===== config.mk =====
export PLATFORM = sky130hd
export DESIGN_NAME = reset_sequencer
export DESIGN_NICKNAME = d
export VERILOG_FILES = /design/src/rtl/reset_sequencer.sv
export SDC_FILE = /design/constraint.sdc
export NUM_CORES = 1
export LEC_CHECK = 0
export BUFFER_PORTS_ARGS = -buffer_cell sky130_fd_sc_hd__buf_2
export CAP_MARGIN = 20
export CORE_ASPECT_RATIO = 1.75
export CORE_MARGIN = 3
export CORE_UTILIZATION = 24
export DETAILED_ROUTE_END_ITERATION = 8
export PLACE_DENSITY = 0.5
export RECOVER_POWER = 100
export SLEW_MARGIN = 20
export SYNTH_ARGS = -nofsm -noshare
export SYNTH_HDL_FRONTEND = slang
export SYNTH_SLANG_ARGS = --single-unit
export TNS_END_PERCENT = 20

===== constraint.sdc =====
create_clock -name clk -period 2.37 [get_ports clk]
set_input_delay 0.3555 -clock clk [delete_from_list [all_inputs] [get_ports clk]]
set_output_delay 0.3555 -clock clk [all_outputs]
set_load 0.02 [all_outputs]

===== src/rtl/reset_sequencer.sv =====
// Reset sequencer: stretches the block reset, holds every domain in reset for a fixed time,
// then releases the domains one at a time in index order, each gated by its ready acknowledge.
module reset_sequencer #(
  parameter int unsigned NUM_DOMAINS = 4,
  parameter int unsigned SYNC_STAGES = 3,
  parameter int unsigned HOLD_CYCLES = 8,
  parameter int unsigned TIMEOUT     = 255
) (
  input  logic                           clk,
  input  logic                           reset,
  input  logic                           soft_req,
  input  logic [NUM_DOMAINS-1:0]         dom_ready,
  output logic [NUM_DOMAINS-1:0]         dom_reset,
  output logic                           all_ready,
  output logic                           busy,
  output logic                           timeout_err,
  output logic [$clog2(NUM_DOMAINS)-1:0] err_domain
);

  localparam int unsigned     IdxW       = $clog2(NUM_DOMAINS);
  localparam logic [IdxW-1:0] LastIdx    = IdxW'(NUM_DOMAINS - 1);
  localparam logic [7:0]      HoldLast   = 8'(HOLD_CYCLES - 1);
  localparam logic [15:0]     TimeoutVal = 16'(TIMEOUT);

  typedef enum logic [2:0] {StAssert, StHold, StWait, StDone, StError} state_e;

  state_e                 state_q, state_d;
  logic [IdxW-1:0]        idx_q, idx_d, idx_nxt;
  logic [7:0]             hold_cnt_q, hold_cnt_d;
  logic [15:0]            wait_cnt_q, wait_cnt_d, wait_inc;
  logic [NUM_DOMAINS-1:0] dom_reset_q, dom_reset_d;
  logic                   timeout_err_q, timeout_err_d;
  logic [IdxW-1:0]        err_domain_q, err_domain_d;
  logic [SYNC_STAGES-1:0] rst_pipe;
  logic                   fsm_rst;

  // Ones drain out of the top of the pipe; a single-cycle reset still refills every stage.
  always_ff @(posedge clk) begin
    if (reset) begin
      rst_pipe <= '1;
    end else begin
      rst_pipe <= rst_pipe << 1;
    end
  end

  // The raw reset is ORed in so domains go back into reset on the very edge it is sampled.
  assign fsm_rst = reset | rst_pipe[SYNC_STAGES-1];

  assign idx_nxt  = idx_q + IdxW'(1);
  assign wait_inc = (wait_cnt_q == '1) ? wait_cnt_q : wait_cnt_q + 16'd1;

  always_comb begin
    state_d       = state_q;
    idx_d         = idx_q;
    hold_cnt_d    = hold_cnt_q;
    wait_cnt_d    = wait_cnt_q;
    dom_reset_d   = dom_reset_q;
    timeout_err_d = timeout_err_q;
    err_domain_d  = err_domain_q;

    unique case (state_q)
      StAssert: begin
        dom_reset_d = '1;
        hold_cnt_d  = '0;
        state_d     = StHold;
      end

      StHold: begin
        dom_reset_d = '1;
        if (hold_cnt_q == HoldLast) begin
          idx_d          = '0;
          wait_cnt_d     = '0;
          dom_reset_d[0] = 1'b0;
          state_d        = StWait;
        end else begin
          hold_cnt_d = hold_cnt_q + 8'd1;
        end
      end

      StWait: begin
        // Ready is checked first so an acknowledge on the final count beats the timeout.
        if (dom_ready[idx_q]) begin
          wait_cnt_d = '0;
          if (idx_q == LastIdx) begin
            state_d = StDone;
          end else begin
            idx_d                = idx_nxt;
            dom_reset_d[idx_nxt] = 1'b0;
          end
        end else if (wait_inc >= TimeoutVal) begin
          wait_cnt_d    = wait_inc;
          dom_reset_d   = '1;
          timeout_err_d = 1'b1;
          err_domain_d  = idx_q;
          state_d       = StError;
        end else begin
          wait_cnt_d = wait_inc;
        end
      end

      StDone: begin
        dom_reset_d = '0;
        if (soft_req) begin
          dom_reset_d = '1;
          hold_cnt_d  = '0;
          state_d     = StHold;
        end
      end

      StError: begin
        dom_reset_d = '1;
        if (soft_req) begin
          hold_cnt_d    = '0;
          timeout_err_d = 1'b0;
          err_domain_d  = '0;
          state_d       = StHold;
        end
      end

      default: begin
        dom_reset_d = '1;
        state_d     = StAssert;
      end
    endcase
  end

  always_ff @(posedge clk) begin
    if (fsm_rst) begin
      state_q       <= StAssert;
      idx_q         <= '0;
      hold_cnt_q    <= '0;
      wait_cnt_q    <= '0;
      dom_reset_q   <= '1;
      timeout_err_q <= 1'b0;
      err_domain_q  <= '0;
    end else begin
      state_q       <= state_d;
      idx_q         <= idx_d;
      hold_cnt_q    <= hold_cnt_d;
      wait_cnt_q    <= wait_cnt_d;
      dom_reset_q   <= dom_reset_d;
      timeout_err_q <= timeout_err_d;
      err_domain_q  <= err_domain_d;
    end
  end

  assign dom_reset   = dom_reset_q;
  assign all_ready   = (state_q == StDone);
  assign busy        = (state_q != StDone) && (state_q != StError);
  assign timeout_err = timeout_err_q;
  assign err_domain  = err_domain_q;

endmodule


[Word-level counts from Yosys, hierarchy flattened]
Cells that the tools add are included.
Cells by class
  add/sub/neg operators: 3
  bitwise operators: 3
  mux-type cells: 36
  $lt $le $gt $ge: 4
  reductions and logical operators: 13
  equality and inequality tests: 20
Operator list (count)
  $mux 16: 3
  $pmux 16 s2: 1
  $pmux 8 s3: 1
  $add 16x1->16 const B: 1
  $eq 16x16->1 const B: 1
  $ge 16x8->1 const B: 1
  $mux 4: 4
  $mux 8: 2
  $mux 3: 5
  $ne 2x2->1 const B: 7
  $mux 2: 6
  $ne 3x3->1 const B: 4
  $pmux 3 s4: 1
  $pmux 4 s3: 1
  $reduce_and 4->1: 3
  $add 8x1->8 const B: 1
  $eq 8x3->1 const B: 1
  $pmux 2 s2: 2
  $mux 1: 7
  $eq 3x2->1 const B: 2
  $lt 2x3->1 const B: 2
  $and 4x4->4: 1
  $not 4->4: 1
  $reduce_and 2->1: 2
  other kinds (17): 19
Storage, ports and cells
  logic and storage cells: 88
  bits in registers: 39
  bits of input ports: 7
  output and inout port bits: 9

[Logic depth before layout (Yosys ltp)]
Gate-level depths: netlist of run 1.
  depth after elaboration: 10
  mapped depth: 9
  mapped depth without buffers: 8

[Worst setup path before layout of run 1]
OpenSTA, ideal clock, no wires.
  path type: register to register
  from: register wait_cnt_q[0]
  to: register dom_reset_q[1], in the netlist dom_reset[1]
  library setup time: 0.121 ns
  data required time: 2.249 ns
  period minus slack after synthesis: 2.351 ns
  buffers on the path: 1
  arrival: 2.231 ns
  cell stages (with the launch flop): 10
  setup slack: 0.019 ns
  cell sequence: dfxtp_1 > ha_1 > nand3_2 > buf_6 > nor4_1 > mux2i_1 > o2111ai_2 > or3_4 > a21oi_1 > o21ai_1
On the way
  cells in the longest elaborated chain, start to end: 5
  elaborated cells on any way between the ends: 6
  classes of those cells: add/sub: 1; order compare: 1; eq/ne: 2; mux: 1; reduce/logical: 1
RTL lines
  start: declaration: line 30  | logic [15:0] wait_cnt_q, wait_cnt_d, wait_inc;
  start signal: assignment: line 140  | wait_cnt_q <= wait_cnt_d;
  $add 16x1->16 or $eq 16x16->1 (tied branches): line 50  | assign wait_inc = (wait_cnt_q == '1) ? wait_cnt_q : wait_cnt_q + 16'd1;
  $mux 16 (*): line 50
  $ge 16x8->1 (*): line 90  | end else if (wait_inc >= TimeoutVal) begin
  $ne 3x3->1 (no source line) (*)
  $reduce_and 2->1 (no source line) (*)
  end signal: assignment: line 141  | dom_reset_q <= dom_reset_d;
  end: declaration: line 31  | logic [NUM_DOMAINS-1:0] dom_reset_q, dom_reset_d;
Mark *: on every way between the ends. The rest lies on a longest branch, timed or not.
A chain may end at the register's enable or synchronous reset.

[Worst setup path after layout of run 1]
  from: register wait_cnt_q[0]
  to: register dom_reset_q[2], in the netlist dom_reset[2]
Same word-level chain as after synthesis.

==> flow_summary.toml, run 1 <==
[timing]
rsz0062_at_grt = "true"
min_period_over_period = 0.959
setup_ws_ps = 96.9
hold_ws_ps = 238
fin_skew_ps = 5.81
worstMarginPinSlew_ps = 556
fmax_mhz = 440
timing.final.crit_period_ps = 2270
final_hold_viol_count = 0
maxSlewHeadroom = 0.630
drv_slew = 0
setup_viol = 0

[yosys]
synth_edf_count = 0
async_flop_share = 0
netlist_top_cells_count = "dfxtp_1 (39), nor2_1 (32), nand2_1 (29)"
synth_mux_area_frac = 0.0304
ys_warn_count = 0
synth-seq-cells = 39
synth_fp_nets = 310
synth_compound_area_frac = 0.240
syn_area_mm2 = 0.00235
synth_cells = 297
syn_avg_cell_area_um2 = 7.90
seq_area_frac_synth = 0.333
synthTopCellsByArea = "dfxtp_1 (33%), a21oi_1 (5.8%), nor2_1 (5.1%)"
synth-xor-area-share = 0.0299
synth_area_leader_cell = "dfxtp_1"
synth_most_common_cell = "dfxtp_1"
synth_cell_types = 55
synth_fa_ha_area_frac = 0.0320
synth_top_family_by_area = "simple AND/OR/NAND/NOR gates"
synth_ff_type = "dfxtp_1"
netlist.area_leader.share = 0.333
synth-simple-area-share = 0.295

[detailed_routing]
wl_per_cell_um = 15.1
routed_wl_um = 6940
remaining_drc_errors = 0
drt_iter0_drc = 112
viasPerCell = 5.11
antenna_left = 0
vias = 2351
detailedRoute.firstPassIterationCount = 4

[power]
peakVddDrop_v = 0.000325
swShare = 0.215
pwr-share-comb = 0.017
p_int_uw = 1170
clkPwrFrac = 0.540
power.density_mw_per_mm2 = 511
switchingPower_uw = 321
seqPwrFrac = 0.442
p_leak_uw = 0.000961

[outcome]
status = "complete, no violations"

[floorplanning]
fp.coreArea_mm2 = 0.00953
pin_count = 16
rows = 47
die_area_mm2 = 0.0110
die_w_um = 80.8
dieHeight_um = 137
initial_core_util = 0.246

[global_routing]
antenna_found_initial = 0
grt_pass1_vias = 2381
gr-total-overflow = 0
track_usage = 0.133
grt_max_degree = 27
grt_pass1_wl_um = 11300

[placement]
post-place-ws_ps = 46.0
io_buffers = 15
gp_congestion = 0.827
place_hpwl_um = 5270

[critical_path]
reg2reg_depth = 9
max_stage_delay_ps = 420
critical_path_buf_inv_count = 1
critPathKind = "reg2reg"
slowest_stage = "or3_4"
critical_path_arrival_ps = 2450
cpLargestDelayFamily = "simple AND/OR/NAND/NOR gates"
crit_path_end_kind = "register"
cp_num_cells = 9
cpMostUsedCell = "or3_4"
cp-start-kind = "register"
crit_fanout = 7
worstPathRequired_ps = 2540
cp_cell_sequence = "ha_1 > nand3_4 > buf_4 > or3_4 > a21oi_2 > o2111ai_2 > or3_4 > a21oi_1 > o21ai_1"

[min_path]
hold_class = "in2reg"
whs_path_depth = 1

[clock_network]
clockBufferDepth = 2
clk_pin_slew_ps = 70
numCtsBuffers = 5
cts_tree = "built"
root_buffer = "clkbuf_16"
clkLatencyLatePin_ps = 290
cts.sink_count = 39
cts-htree-levels = 2
holdBufCountCts = 0

[layout]
fin_nets = 350
drive_gt1_frac = 0.195
antenna_cells = 0
synthToLayoutAreaGrowth_pct = 24.4
utilization = 0.307

[job]
timing.max_cap.violations = 0
path summary, 6_finish.rpt:
path                                   start                        end  slack (ps)
hold / removal                         reset        rst_pipe[0]$_DFF_P_         240
hold reg to reg          rst_pipe[0]$_DFF_P_     rst_pipe[1]$_SDFF_PP1_         410
setup / recovery  wait_cnt_q[0]$_SDFFE_PP0P_  dom_reset[2]$_SDFFE_PP1P_         100
setup reg to reg  wait_cnt_q[0]$_SDFFE_PP0P_  dom_reset[2]$_SDFFE_PP1P_         100
repair_timing:
| action | CTS | global route |
|---|---|---|
| setup buffers | 0 | 2 |
| resized for setup | 0 | 5 |
| endpoints found under the hold margin | 0 | 0 |
| setup endpoints to repair | 0 | 9 |
registers in the layout, summed over array words and instances, names as in the netlist:
name and count:
wait_cnt_q 16, state_q 3, dom_reset 4, rst_pipe 3, err_domain 2, timeout_err 1
idx_q 2, hold_cnt_q 8
placed cells by master, fill, tap and decap left out, drive strengths merged, types with 4 or more instances in the layout:
cell type,n
nor3,16
clkbuf,15
o21ai,25
nor2,33
a211oi,8
dfxtp,39
o21a,4
nor4,5
inv,10
or3,5
buf,35
mux2i,6
nand4,6
nand3,13
ha,6
xnor2,7
nand2,29
a31oi,6
a21oi,29
power by group through the flow:
stage	combinational [uW]	sequential, uW	clock (uW)
6_report	25.7	660	806
5_1_grt	28.8	660	852
4_1_cts	26.4	660	829
3_5_place_dp	26.2	675	0
3_3_place_gp	25.9	675	0
2_1_floorplan	15.3	674	0
stage by stage:
stage                     instance area, um^2  std cells  TNS (ps)  total power (uW)
after detailed placement                 2730        450         0               701
after CTS                                2900        458         0              1510
after global routing                     2920        460      -121              1540
after floorplan                          2350        297         0               689
final                                    2920        460         0              1490
after global placement                   2730        450         0               701
cells by family (layout without fill, tap and decap cells):
| logic type | after synthesis | in the layout |
|---|---|---|
| compound gates | 89 | 89 |
| fa+ha+maj | 6 | 6 |
| simple gates | 127 | 127 |
| flops | 39 | 39 |
| xor+xnor | 8 | 8 |
| buf+inv | 21 | 62 |
| mux | 7 | 7 |
final cells by class:
type | instances | area [um^2]
Fill cell | 1016 | 6610
Clock inverter | 3 | 47.5
Tap cell | 122 | 153
Timing Repair Buffer | 45 | 289
Sequential cell | 39 | 782
Clock buffer | 5 | 125
Multi-Input combinational cell | 237 | 1490
Inverter | 9 | 33.8
layer usage:
layer	GRT usage	wire, um	vias to the layer above
li1	-	-	1167
met1	0.128	2520	1108
met2	0.251	3850	53
met3	0.0204	216	23
met4	0.0893	342	0
met5	0	0	-
Power figures use the tool's default switching activity.
==> inputs of run 2 (changes only) <==
--- a/config.mk
+++ b/config.mk
@@ -5,13 +5,14 @@
 export SDC_FILE = /design/constraint.sdc
 export NUM_CORES = 1
 export LEC_CHECK = 0
-export BUFFER_PORTS_ARGS = -buffer_cell sky130_fd_sc_hd__buf_2
 export CAP_MARGIN = 20
 export CORE_ASPECT_RATIO = 1.75
 export CORE_MARGIN = 3
 export CORE_UTILIZATION = 24
 export DETAILED_ROUTE_END_ITERATION = 8
-export PLACE_DENSITY = 0.5
+export DONT_BUFFER_PORTS = 1
+export GPL_TIMING_DRIVEN = 0
+export PLACE_DENSITY = 0.48
 export RECOVER_POWER = 100
 export SLEW_MARGIN = 20
 export SYNTH_ARGS = -nofsm -noshare
==> flow_summary.toml, run 2 (synthesized netlist as in run 1, its figures left out) <==
[clock_network]
cts.sink_count = 39
clkLatencyLatePin_ps = 290
cts_tree = "built"
holdBufCountCts = 0
clk_pin_slew_ps = 60
numCtsBuffers = 5
cts-htree-levels = 2
root_buffer = "clkbuf_16"
clockBufferDepth = 2

[critical_path]
worstPathRequired_ps = 2540
worst-r2r-setup-slack_ps = -3
critical_path_arrival_ps = 2540
crit_path_end_kind = "register"
reg2reg_from = "wait_cnt_q[1]$_SDFFE_PP0P_"
cp-start-kind = "register"
reg2reg_depth = 10
crit_fanout = 7
r2r-end = "err_domain[0]$_SDFFE_PP0P_"
critPathKind = "reg2reg"

[timing]
maxSlewHeadroom = 0.565
min_period_over_period = 1.00
hold_ws_ps = 93.6
worstMarginPinSlew_ps = 648
final_hold_viol_count = 0
drv_slew = 0
setup_viol = 2
timing.final.crit_period_ps = 2370
setup_ws_ps = -3.38
rsz0062_at_grt = "true"
fin_skew_ps = 6.08
fmax_mhz = 421

[layout]
final_cell_mix = "nor2_1 (30), nand2_1 (29), dfxtp_1 (27)"
final_common_cell = "nor2_1"
drive_gt1_frac = 0.247
antenna_cells = 0
fin_nets = 336
regMostFlops = "wait_cnt_q"
synthToLayoutAreaGrowth_pct = 27.0
largest_reg_flops = 16
post_layout_nonfiller_instances = 446

[placement]
place_hpwl_um = 4890
dp.cells = 419
io_buffers = 0
gp_congestion = 0.755

[floorplanning]
die_w_um = 80.8
fp.coreArea_mm2 = 0.00953
die_area_mm2 = 0.0110
initial_core_util = 0.246
rows = 47
dieHeight_um = 137
pin_count = 16

[power]
pwr-share-comb = 0.014
power.density_mw_per_mm2 = 495
switchingPower_uw = 290
clkPwrFrac = 0.541
p_int_uw = 1180
seqPwrFrac = 0.445
swShare = 0.197
peakVddDrop_v = 0.000374
p_leak_uw = 0.000977

[detailed_routing]
antenna_left = 0
remaining_drc_errors = 0
detailedRoute.firstPassIterationCount = 4
vias = 2309
wl_per_cell_um = 15.1
viasPerCell = 5.18
routed_wl_um = 6730
drt_iter0_drc = 102

[global_routing]
grt_max_degree = 13
track_usage = 0.125
grt_pass1_wl_um = 10600
gr-total-overflow = 0
grt_pass1_vias = 2202
antenna_found_initial = 0

[min_path]
min_to = "rst_pipe[0]$_DFF_P_"
hold_class = "in2reg"
hp-start = "reset"
whs_path_depth = 0

[outcome]
violations = "setup timing"
status = "finished with violations"

[job]
timing.max_cap.violations = 0
[run 2: through the flow]
| step | worst slack (ps) | power (uW) | util | area (um^2) | TNS (ps) |
|---|---|---|---|---|---|
| 6_report | -3.38 | 1470 | 0.313 | 2980 | -4.23 |
| 5_1_grt | -105 | 1530 | 0.313 | 2980 | -904 |
| 4_1_cts | -14.1 | 1510 | 0.289 | 2750 | -22.3 |
| 3_5_place_dp | -302 | 695 | 0.262 | 2500 | -2390 |
| 3_3_place_gp | -294 | 695 | 0.262 | 2500 | -2480 |
| 2_1_floorplan | 18.5 | 689 | - | 2350 | 0 |
[run 2: critical path, cell delays in order, from the launching register on]
cell and delay (ps):
dfxtp_4 380, ha_4 180, nand3_4 100, buf_6 150, nor4_4 210, mux2i_1 320
o2111ai_2 200, buf_4 180, nor3_4 270, buf_4 170, o22ai_2 80
[run 2: repair_timing]
item / CTS / global route
pin swaps: 3 / 14
setup buffers: 5 / 14
setup endpoints to repair: 9 / 26
cloned: 0 / 0
resized for setup: 8 / 42
hold endpoints to repair: 0 / 0
[run 2: how the worst max path moves through the flow]
stage / from / to / slack (ps)
CTS: wait_cnt_q[8]$_SDFFE_PP0P_ / err_domain[0]$_SDFFE_PP0P_ / -10
global placement: wait_cnt_q[0]$_SDFFE_PP0P_ / dom_reset[1]$_SDFFE_PP1P_ / -290
floorplan: wait_cnt_q[0]$_SDFFE_PP0P_ / dom_reset[1]$_SDFFE_PP1P_ / 20
global route: wait_cnt_q[1]$_SDFFE_PP0P_ / err_domain[1]$_SDFFE_PP0P_ / -100
finish: wait_cnt_q[1]$_SDFFE_PP0P_ / err_domain[0]$_SDFFE_PP0P_ / -3
detailed placement: wait_cnt_q[0]$_SDFFE_PP0P_ / dom_reset[1]$_SDFFE_PP1P_ / -300
[run 2: cell type report]
type / count / area, um^2
fillers: 1009 / 6550
multi-input cells: 237 / 1600
plain buffers: 12 / 71.3
flip-flops and latches: 39 / 803
inverters: 9 / 33.8
clock inverters: 2 / 35.0
well taps: 122 / 153
repair buffers: 19 / 150
clock buffers: 6 / 139
[run 2: power groups by stage]
| stage | Sequential (uW) | Combinational, uW | Clock, uW |
|---|---|---|---|
| 5_1_grt | 655 | 24.1 | 850 |
| 6_report | 656 | 21.4 | 798 |
| 3_5_place_dp | 674 | 21.1 | 0 |
| 4_1_cts | 658 | 21.3 | 826 |
| 3_3_place_gp | 674 | 21.1 | 0 |
| 2_1_floorplan | 674 | 15.3 | 0 |
[run 2: metal layers]
metal,routed length [um],vias up,track usage
met4,294,0,0.0686
met5,0,-,0
met3,265,19,0.0231
met2,3740,51,0.244
met1,2430,1098,0.117
li1,-,1141,-
==> inputs of run 3 (changes only) <==
--- a/config.mk
+++ b/config.mk
@@ -12,7 +12,6 @@
 export DETAILED_ROUTE_END_ITERATION = 8
 export DONT_BUFFER_PORTS = 1
 export GPL_TIMING_DRIVEN = 0
-export PLACE_DENSITY = 0.48
 export RECOVER_POWER = 100
 export SLEW_MARGIN = 20
 export SYNTH_ARGS = -nofsm -noshare
==> flow_summary.toml, run 3 (synthesized netlist as in run 1, its figures left out) <==
[timing]
fin_setup_tns_ps = 0
maxSlewHeadroom = 0.614
worstMarginPinSlew_ps = 579
rsz0062_at_grt = "true"
min_period_over_period = 0.990
fmax_mhz = 426
timing.final.crit_period_ps = 2350
final_hold_viol_count = 0
fin_skew_ps = 4.10
setup_ws_ps = 23.4
drv_slew = 0
setup_viol = 0

[global_routing]
track_usage = 0.118
antenna_found_initial = 0
grt_pass1_wl_um = 10000
grt_util_met2 = 0.226
grt_pass1_vias = 2151
grt-busiest-layer = "met2"
grt_util_met1 = 0.112
gr-total-overflow = 0
grt_max_degree = 15
met3_usage = 0.0257

[power]
p_leak_uw = 0.000917
power.density_mw_per_mm2 = 500
pwr-share-comb = 0.015
clkPwrFrac = 0.537
seqPwrFrac = 0.448
p_int_uw = 1160
peakVddDrop_v = 0.000313
switchingPower_uw = 303
power_uw = 1470
swShare = 0.207

[detailed_routing]
detailedRoute.firstPassIterationCount = 4
vias = 2325
remaining_drc_errors = 0
drt_iter0_drc = 162
routed_wl_um = 6710
antenna_left = 0
wl_per_cell_um = 15.1
viasPerCell = 5.24

[layout]
final_cell_mix = "dfxtp_1 (31), nor2_1 (30), nand2_1 (29)"
drive_gt1_frac = 0.224
stdcell_area_mm2 = 0.00293
largest_reg_flops = 16
regMostFlops = "wait_cnt_q"
fin_nets = 334
post_layout_nonfiller_instances = 444
synthToLayoutAreaGrowth_pct = 24.9
antenna_cells = 0
final_common_cell = "dfxtp_1"

[floorplanning]
die_area_mm2 = 0.0110
die_w_um = 80.8
dieHeight_um = 137
rows = 47
initial_core_util = 0.246
fp.coreArea_mm2 = 0.00953
pin_count = 16

[clock_network]
cts_tree = "built"
clk_pin_slew_ps = 60
holdBufCountCts = 0
numCtsBuffers = 5
cts.sink_count = 39
clockBufferDepth = 2
root_buffer = "clkbuf_16"
cts-htree-levels = 2
clkLatencyLatePin_ps = 290

[critical_path]
cp-start-kind = "register"
critPathKind = "reg2reg"
critical_path_arrival_ps = 2520
crit_path_end_kind = "register"
worstPathRequired_ps = 2550
crit_fanout = 7

[placement]
place_area_mm2 = 0.00250
io_buffers = 0
post-place-ws_ps = -276
dp.cells = 419
gp_congestion = 0.818
place_hpwl_um = 4660

[job]
timing.max_cap.violations = 0

[outcome]
status = "complete, no violations"

[min_path]
hold_class = "in2reg"
-- run 3: cell count changes in the layout (fill, tap and decap cells not counted), sizes merged --
cell	previous run	this run
clkbuf	13	10
clkinv	1	0
clkinvlp	0	1
inv	9	10
-- run 3: worst max-delay path: stages, from the launching register on --
cell       delay (ps)
dfxtp_1           300
buf_2             180
nand4_4           130
buf_4             190
nor4_4            270
mux2i_2           310
o2111ai_2         180
or3_4             460
a21oi_1           140
o21ai_1            70
-- run 3: layout make-up --
class,count,area (um^2)
plain buffers,12,71.3
clock buffers,5,125
clock inverters,3,46.3
fillers,991,6590
inverters,9,33.8
multi-input cells,237,1580
flip-flops and latches,39,796
well taps,122,153
repair buffers,17,128
-- run 3: what timing repair did --
action / CTS / global route
gates resized for setup: 10 / 26
endpoints found under the setup margin: 9 / 25
hold endpoints to repair: 0 / 0
pin swaps: 2 / 9
setup buffers: 10 / 7
-- run 3: per-layer routing --
metal	up-vias	part of all wire
li1	1133	-
met1	1083	0.35
met2	78	0.55
met3	31	0.046
met4	0	0.051
met5	-	0
-- run 3: final timing paths --
check,slack (ps),from,depth (start not counted),endpoint
worst max-delay path,20,wait_cnt_q[7]$_SDFFE_PP0P_,9,dom_reset[3]$_SDFFE_PP1P_
worst min-delay path,90,reset,0,rst_pipe[0]$_DFF_P_
worst max register to register,20,wait_cnt_q[7]$_SDFFE_PP0P_,9,dom_reset[3]$_SDFFE_PP1P_
worst min register to register,410,rst_pipe[0]$_DFF_P_,1,rst_pipe[1]$_SDFF_PP1_
-- run 3: stage by stage --
step	util	hold slack (ps)
after global routing	0.308	75.6
after detailed placement	0.262	383
after global placement	0.262	383
after floorplan	-	383
after CTS	0.293	81.4
final	0.308	88.5
-- run 3: power by group through the flow --
stage                     registers [uW]  logic (uW)  clock network (uW)
final                                657        21.4                 787
after global routing                 656        23.8                 834
after CTS                            658        21.0                 808
after detailed placement             674        21.0                   0
after global placement               674        20.5                   0
after floorplan                      674        15.3                   0
